**src/rtl/char_motion_engine.sv**
```systemverilog
// Per-frame player physics: walk, jump, gravity,
// terminal velocity, and ceiling/floor/wall clamping.
module char_motion_engine #(
  parameter int         X_START   = 320,
  parameter int         Y_START   = 240,
  parameter int         X_MIN     = 0,
  parameter int         X_MAX     = 639,
  parameter int         Y_MIN     = 0,
  parameter int         Y_MAX     = 300,
  parameter int         SIZE      = 4,
  parameter int         X_STEP    = 1,
  parameter int         JUMP_VEL  = 8,
  parameter int         GRAVITY   = 1,
  parameter int         MAX_FALL  = 8,
  parameter logic [7:0] KEY_LEFT  = 8'h04,
  parameter logic [7:0] KEY_RIGHT = 8'h07,
  parameter logic [7:0] KEY_JUMP  = 8'h2C
) (
  input  logic       CLK,
  input  logic       Reset,
  input  logic       frame_tick,
  input  logic [7:0] keycode0,
  input  logic [7:0] keycode1,
  output logic [9:0] CharX,
  output logic [9:0] CharY,
  output logic [9:0] CharS,
  output logic [1:0] state,
  output logic       on_ground
);

  typedef enum logic [1:0] {
    GROUND = 2'd0,
    RISE   = 2'd1,
    FALL   = 2'd2
  } state_t;

  localparam logic signed [11:0] C_XLO =
    12'(X_MIN + SIZE);
  localparam logic signed [11:0] C_XHI =
    12'(X_MAX - SIZE);
  localparam logic signed [11:0] C_YLO =
    12'(Y_MIN + SIZE);
  localparam logic signed [11:0] C_YFLR =
    12'(Y_MAX - SIZE);
  localparam logic signed [11:0] C_YMAX =
    12'(Y_MAX);
  localparam logic signed [11:0] C_SIZE =
    12'(SIZE);
  localparam logic signed [11:0] C_XSTEP =
    12'(X_STEP);
  localparam logic signed [11:0] C_GRAV =
    12'(GRAVITY);
  localparam logic signed [11:0] C_MFALL =
    12'(MAX_FALL);
  localparam logic signed [10:0] C_VJUMP =
    11'(0 - JUMP_VEL);
  localparam logic [9:0] C_X0 = 10'(X_START);
  localparam logic [9:0] C_Y0 = 10'(Y_START);
  localparam state_t C_ST0 =
    (Y_START + SIZE < Y_MAX) ? FALL : GROUND;

  // Saturate a wide signed position into 10 bits.
  function automatic logic [9:0] sat10(
    input logic signed [11:0] v
  );
    if (v < 0)
      return 10'd0;
    else if (v > 12'sd1023)
      return 10'h3FF;
    else
      return v[9:0];
  endfunction

  state_t            st, st_n;
  logic signed [10:0] vy, vy_n;
  logic              armed, armed_n;
  logic [9:0]        x_n, y_n;
  logic              k_left, k_right, k_jump;
  logic signed [11:0] xs, sx;
  logic signed [11:0] ys, vw, ny, nv;

  // Key is down when either keyboard slot holds it.
  always_comb begin
    k_left  = (keycode0 == KEY_LEFT)  ||
              (keycode1 == KEY_LEFT);
    k_right = (keycode0 == KEY_RIGHT) ||
              (keycode1 == KEY_RIGHT);
    k_jump  = (keycode0 == KEY_JUMP)  ||
              (keycode1 == KEY_JUMP);
  end

  // Horizontal step with wall clamping.
  always_comb begin
    xs = signed'({2'b00, CharX});
    sx = xs;
    if (k_left && !k_right) begin
      sx = xs - C_XSTEP;
      if (sx < C_XLO)
        sx = C_XLO;
    end else if (k_right && !k_left) begin
      sx = xs + C_XSTEP;
      if (sx > C_XHI)
        sx = C_XHI;
    end
    x_n = sat10(sx);
  end

  // Vertical state machine: next Y, vy and state.
  always_comb begin
    st_n    = st;
    y_n     = CharY;
    vy_n    = vy;
    armed_n = armed | ~k_jump;
    ys      = signed'({2'b00, CharY});
    vw      = {vy[10], vy};
    ny      = ys;
    nv      = vw;
    unique case (st)
      GROUND: begin
        if (k_jump && armed) begin
          vy_n    = C_VJUMP;
          st_n    = RISE;
          armed_n = 1'b0;
        end
      end
      RISE: begin
        ny = ys + vw;
        nv = vw + C_GRAV;
        if (ny < C_YLO) begin
          y_n  = sat10(C_YLO);
          vy_n = '0;
          st_n = FALL;
        end else begin
          y_n  = sat10(ny);
          vy_n = nv[10:0];
          if (!nv[11])
            st_n = FALL;
        end
      end
      FALL: begin
        nv = vw + C_GRAV;
        if (nv > C_MFALL)
          nv = C_MFALL;
        ny = ys + nv;
        if (ny + C_SIZE >= C_YMAX) begin
          y_n  = sat10(C_YFLR);
          vy_n = '0;
          st_n = GROUND;
        end else begin
          y_n  = sat10(ny);
          vy_n = nv[10:0];
        end
      end
      default: begin
        st_n = FALL;
      end
    endcase
  end

  // Registers update only on a frame tick; reset wins.
  always_ff @(posedge CLK) begin
    if (Reset) begin
      CharX <= C_X0;
      CharY <= C_Y0;
      vy    <= '0;
      armed <= 1'b1;
      st    <= C_ST0;
    end else if (frame_tick) begin
      CharX <= x_n;
      CharY <= y_n;
      vy    <= vy_n;
      armed <= armed_n;
      st    <= st_n;
    end
  end

  assign CharS     = 10'(SIZE);
  assign state     = st;
  assign on_ground = (st == GROUND);

endmodule

```
**config.mk**
```make
export PLATFORM = sky130hd
export DESIGN_NAME = char_motion_engine
export DESIGN_NICKNAME = d
export VERILOG_FILES = /design/src/rtl/char_motion_engine.sv
export SDC_FILE = /design/constraint.sdc
export NUM_CORES = 1
export LEC_CHECK = 0
export ABC_AREA = 1
export BUFFER_PORTS_ARGS = -buffer_cell sky130_fd_sc_hd__buf_2
export CAP_MARGIN = 0
export CORE_UTILIZATION = 55
export DETAILED_ROUTE_END_ITERATION = 10
export PLACE_DENSITY = 0.76
export SYNTH_ARGS = -nofsm -noshare
export SYNTH_HDL_FRONTEND = slang
export SYNTH_SLANG_ARGS = --single-unit
```
**constraint.sdc**
```tcl
create_clock -name CLK -period 9.3 [get_ports CLK]
set_input_delay 1.86 -clock CLK [delete_from_list [all_inputs] [get_ports CLK]]
set_output_delay 1.86 -clock CLK [all_outputs]
set_load 0.005 [all_outputs]
```
# [After elaboration in Yosys (flattened, before gate mapping)]
# Index checks and enable logic that the tools add are counted.
[word_totals] ff_bits=34 in_bits=19 output_inout_bits=33 elab_cells=75
[classes] n_addsub=6 order_cmp=11 n_eq_ne=11 muxes=26 bitwise=2 reduce_logical=14
[ops] operator="$mux W10" count=8
[ops] operator="$mux W11" count=5
[ops] operator="$mux W12" count=4
[ops] operator="$gt A12 B11 Y1 const B" count=3
[ops] operator="$lt A12 B1 Y1 const B" count=3
[ops] operator="$pmux W11 S3" count=1
[ops] operator="$eq A8 B3 Y1 const B" count=4
[ops] operator="$pmux W10 S2" count=1
[ops] operator="$eq A8 B6 Y1 const B" count=2
[ops] operator="$add A11 B11 Y12" count=1
[ops] operator="$add A11 B12 Y12" count=1
[ops] operator="$add A11 B2 Y12 const B" count=1
[ops] operator="$add A12 B4 Y12 const B" count=1
[ops] operator="$ge A12 B10 Y1 const B" count=1
[ops] operator="$gt A12 B5 Y1 const B" count=1
[ops] operator="$lt A12 B4 Y1 const B" count=1
[ops] operator="$add A10 B1 Y11 const B" count=1
[ops] operator="$gt A11 B10 Y1 const B" count=1
[ops] operator="$lt A11 B4 Y1 const B" count=1
[ops] operator="$sub A10 B1 Y11 const B" count=1
[ops] operator="$mux W2" count=4
[ops] operator="$pmux W2 S3" count=1
[ops] operator="$reduce_and A4 Y1" count=1
[ops] operator="$logic_and A1 B1 Y1" count=3
[ops] operator="other kinds (15)" count=19

# [Logic depth before layout (Yosys ltp)]
[depth] word_depth=10 mapped_depth=32 mapped_depth_nobuf=31

# [Worst setup path after synthesis]
# OpenSTA, ideal clock, no wires.
[synth_timing] path_type="input to register" startpoint="in keycode0[7]" endpoint="reg vy[10]" setup_ns=0.115 t_arrival_ns=3.743 required_ns=9.185 setup_slack_ns=5.442 cell_stages=13 path_buffers=1 cell_sequence="or2_2 nor3b_1 nand4_1 o41ai_1 a21oi_1 nor2_1 inv_1 nor2_1 inv_1 nor2_1 clkbuf_1 nand2_1 o21a_1"
[synth_between] elab_chain_len=5
[synth_rtl] element="from (decl)" line="22" source="input logic [7:0] keycode0,"
[synth_rtl] element="$eq A8 B6 Y1" line="88" source="k_jump = (keycode0 == KEY_JUMP) ||"
[synth_rtl] element="$logic_or A1 B1 Y1" line="88"
[synth_rtl] element="$logic_and A1 B1 Y1" line="120" source="if (k_jump && armed) begin"
[synth_rtl] element="$ne A2 B1 Y1 (no line)"
[synth_rtl] element="$reduce_and A3 Y1 (no line)"
[synth_rtl] element="to (signal assigned)" line="171" source="vy <= vy_n;"
[synth_rtl] element="to (decl)" line="75" source="logic signed [10:0] vy, vy_n;"
# No other way between the ends.
# A chain may end at the register's enable or synchronous reset.

# [Final worst setup path]
# Ends and elaborated chain as after synthesis.

==> flow_summary.toml <==
[sta]
rsz0062_at_grt = "no"
max-slew-margin-rel = 0.396
tightest_slew_ns = 0.903
setup_viol = 0
clock_skew_ns = 0.0127
fmax_mhz = 236
min_period_ns = 4.23
fin_ws_ns = 5.07
timing.hold.ws_ns = 0.524
min_period_over_period = 0.455
tns_ns = 0
maxSlewViolCount = 0
hold_viol_final = 0

[global_route]
antenna_found_initial = 0
grt_start_max_net_pins = 24
overflow = 0
grt_pass1_wl_mm = 19.2
first_global_vias = 4150
groute.usage.overall = 0.308

[worst_setup_path]
cp.required_ns = 9.48
cp_cell_sequence = "buf_2 -> or2_2 -> nor3b_1 -> nand4_1 -> o41ai_1 -> a21oi_1 -> nor2_1 -> inv_1 -> nor2_1 -> inv_1 -> nor2_1 -> nand2_1 -> o21a_1"
reg2reg_from = "vy[1]"
slowest_delay_ns = 0.62
worstPathMaxFanout = 11
cp_slowest_cell = "nor2_1"
critical_path.top_delay_family = "simple AND/OR/NAND/NOR gates"
cp_common_cell = "nor2_1"
critPathKind = "in2reg"
worstSetupStartpoint = "keycode0[7]"
critical_path_arrival_ns = 4.42
worstSetupEndpointType = "register"
startpoint_type = "primary input"
path_buf_inv = 3

[cells_and_area]
area_growth_pct = 6.94
drive_gt1_frac = 0.173
post-route-cell-area_sq_um = 4510
fin_util = 0.616
fin_nets = 761
diodes = 0

[die]
die_h_um = 89.6
start_util = 0.576
rows = 31
ios = 52
die_area_sq_um = 8030
core_sq_um = 7330
die_w_um = 89.6

[place]
io_buffers = 41
placed_area_sq_um = 4420
dp_slack_ns = 4.81
place_congestion = 0.990
dp_hpwl_mm = 9.33

[job]
drv_cap = 0

[logic_synthesis]
netlist_area_sq_um = 4220
synth_warnings = 0
synth_seq_cells = 34
synthCells = 683
avgSynthCellArea_sq_um = 6.18
ys_seq_area_frac = 0.161
ys_types = 55

[detailed_routing]
drt-initial-drc-count = 350
viasPerCell = 5.62
drc = 0
dr.pass1.iters = 6
vias = 4580
wl_per_cell_um = 14.4
ant_nets = 0
drt_wl_total_mm = 11.8

[cts]
htree_levels = 2
postCtsSetupRepairBufs = 0
insertion_delay_ns = 0.30
cts_buffers = 5
clk_pin_slew_ns = 0.08
cts_buffer_depth = 2
cts_tree = "done"
hold_buffers = 0
root_buffer = "clkbuf_8"
post_cts_resized = 0
cts_sinks = 34

[worst_hold_path]
min_path_type = "reg2reg"
min_from = "state[0]"

[power]
peakVddDrop_mv = 0.187
leakage_nw = 2.29
power.density_nw_per_um2 = 290

[outcome]
outcome = "finished, final reports clean"
## worst reg2reg max path: stages (launching register included)
cell,delay (ns)
dfxtp_1,0.52
ha_1,0.28
nand2_2,0.12
nand2_1,0.14
nand2_1,0.07
nand2_1,0.09
nand2_1,0.08
nor2_2,0.13
nand3_2,0.10
nand2_4,0.19
inv_2,0.12
a21oi_1,0.28
ha_1,0.32
inv_1,0.14
o21bai_1,0.12
a21oi_1,0.24
nand3_2,0.11
nand2_2,0.09
nand2_4,0.09
nor2_2,0.13
nand2_2,0.08
nand3_4,0.15
nand2_8,0.13
inv_8,0.15
nand2_2,0.07
o211ai_2,0.06
nand2_1,0.07
## flip-flops by register name, summed over array words and instances (netlist names)
signal,flops
CharX,10
state,2
CharY,10
armed,1
vy,11
## final timing paths
path / to / slack (ns) / cells after the start
hold / removal: state[0] / 0.52 / 2
setup / recovery: vy[10] / 5.07 / 13
setup reg to reg: CharY[5] / 5.15 / 26
hold reg to reg: state[0] / 0.52 / 2
## layer usage
layer | global-route usage | routed length, um | vias up
met3 | 0.0393 | 782 | 29
met1 | 0.376 | 5010 | 2080
met4 | 0.102 | 319 | 0
met2 | 0.559 | 5660 | 192
li1 | - | - | 2279
met5 | 0 | 0 | -
## layout make-up
class	instances	area, sq um
fillers	735	2820
flip-flops and latches	34	681
clock buffers	6	82.6
repair buffers	41	205
well taps	99	124
multi-input cells	534	3030
clock inverters	2	12.5
inverters	99	379
## kinds of logic after synthesis
group                      synth area share
and+or+nand+nor                       0.394
buffers and inverters                 0.128
DFF                                   0.161
xor gates and xnor gates             0.0477
adders and majority gates            0.0818
AOI/OAI and AO/OA                     0.186
other                               0.00178
## layout by cell type, fill, tap and decap left out, types with 9 or more instances in the layout
cell type,instances
nand2_2,25
inv_1,89
nand3_1,39
conb_1,10
nor3_1,9
dfxtp_1,34
nor2_1,40
nand4_1,12
ha_1,26
o21ai_0,34
buf_2,41
a21oi_1,47
nand2_1,177
nor2_2,10
xor2_1,18
## through the flow
| step | cells | total power [W] |
|---|---|---|
| finish | 815 | 0.00131 |
| global route | 815 | 0.00143 |
| CTS | 815 | 0.00130 |
| detailed placement | 807 | 0.00117 |
| global placement | 807 | 0.00116 |
| floorplan | 691 | 0.000969 |
## Yosys cell counts, drive strengths merged
master / n / share of area
a41oi: 2 / 0.0042
o21a: 3 / 0.0053
xnor2: 5 / 0.010
dlygate4sd3: 1 / 0.0024
conb: 2 / 0.0018
o41ai: 1 / 0.0021
nand3b: 5 / 0.0089
clkbuf: 7 / 0.0062
o21ai: 41 / 0.050
o22ai: 3 / 0.0044
dfxtp: 34 / 0.16
o2111ai: 3 / 0.0062
a21o: 1 / 0.0018
a21oi: 55 / 0.072
or2: 3 / 0.0044
o31ai: 2 / 0.0036
and2: 2 / 0.0030
a221oi: 3 / 0.0062
nor2: 52 / 0.056
buf: 16 / 0.030
clkinv: 1 / 0.00089
inv: 98 / 0.089
nor3: 10 / 0.013
nand2: 207 / 0.21
xor2: 18 / 0.037
a31oi: 2 / 0.0030
nand3: 48 / 0.071
o211ai: 8 / 0.015
o221ai: 3 / 0.0062
nor4: 2 / 0.0030
and3b: 1 / 0.0021
o21bai: 3 / 0.0053
nand4: 13 / 0.021
ha: 26 / 0.077
nor3b: 1 / 0.0018
fa: 1 / 0.0047
## report_power, final
part	switching (W)	internal, W	total, W
combinational	0.000626	0.000315	0.000940
clock	0.0000602	0.0000596	0.000120
sequential	0.0000688	0.000181	0.000249
Power figures use the tool's default switching activity.
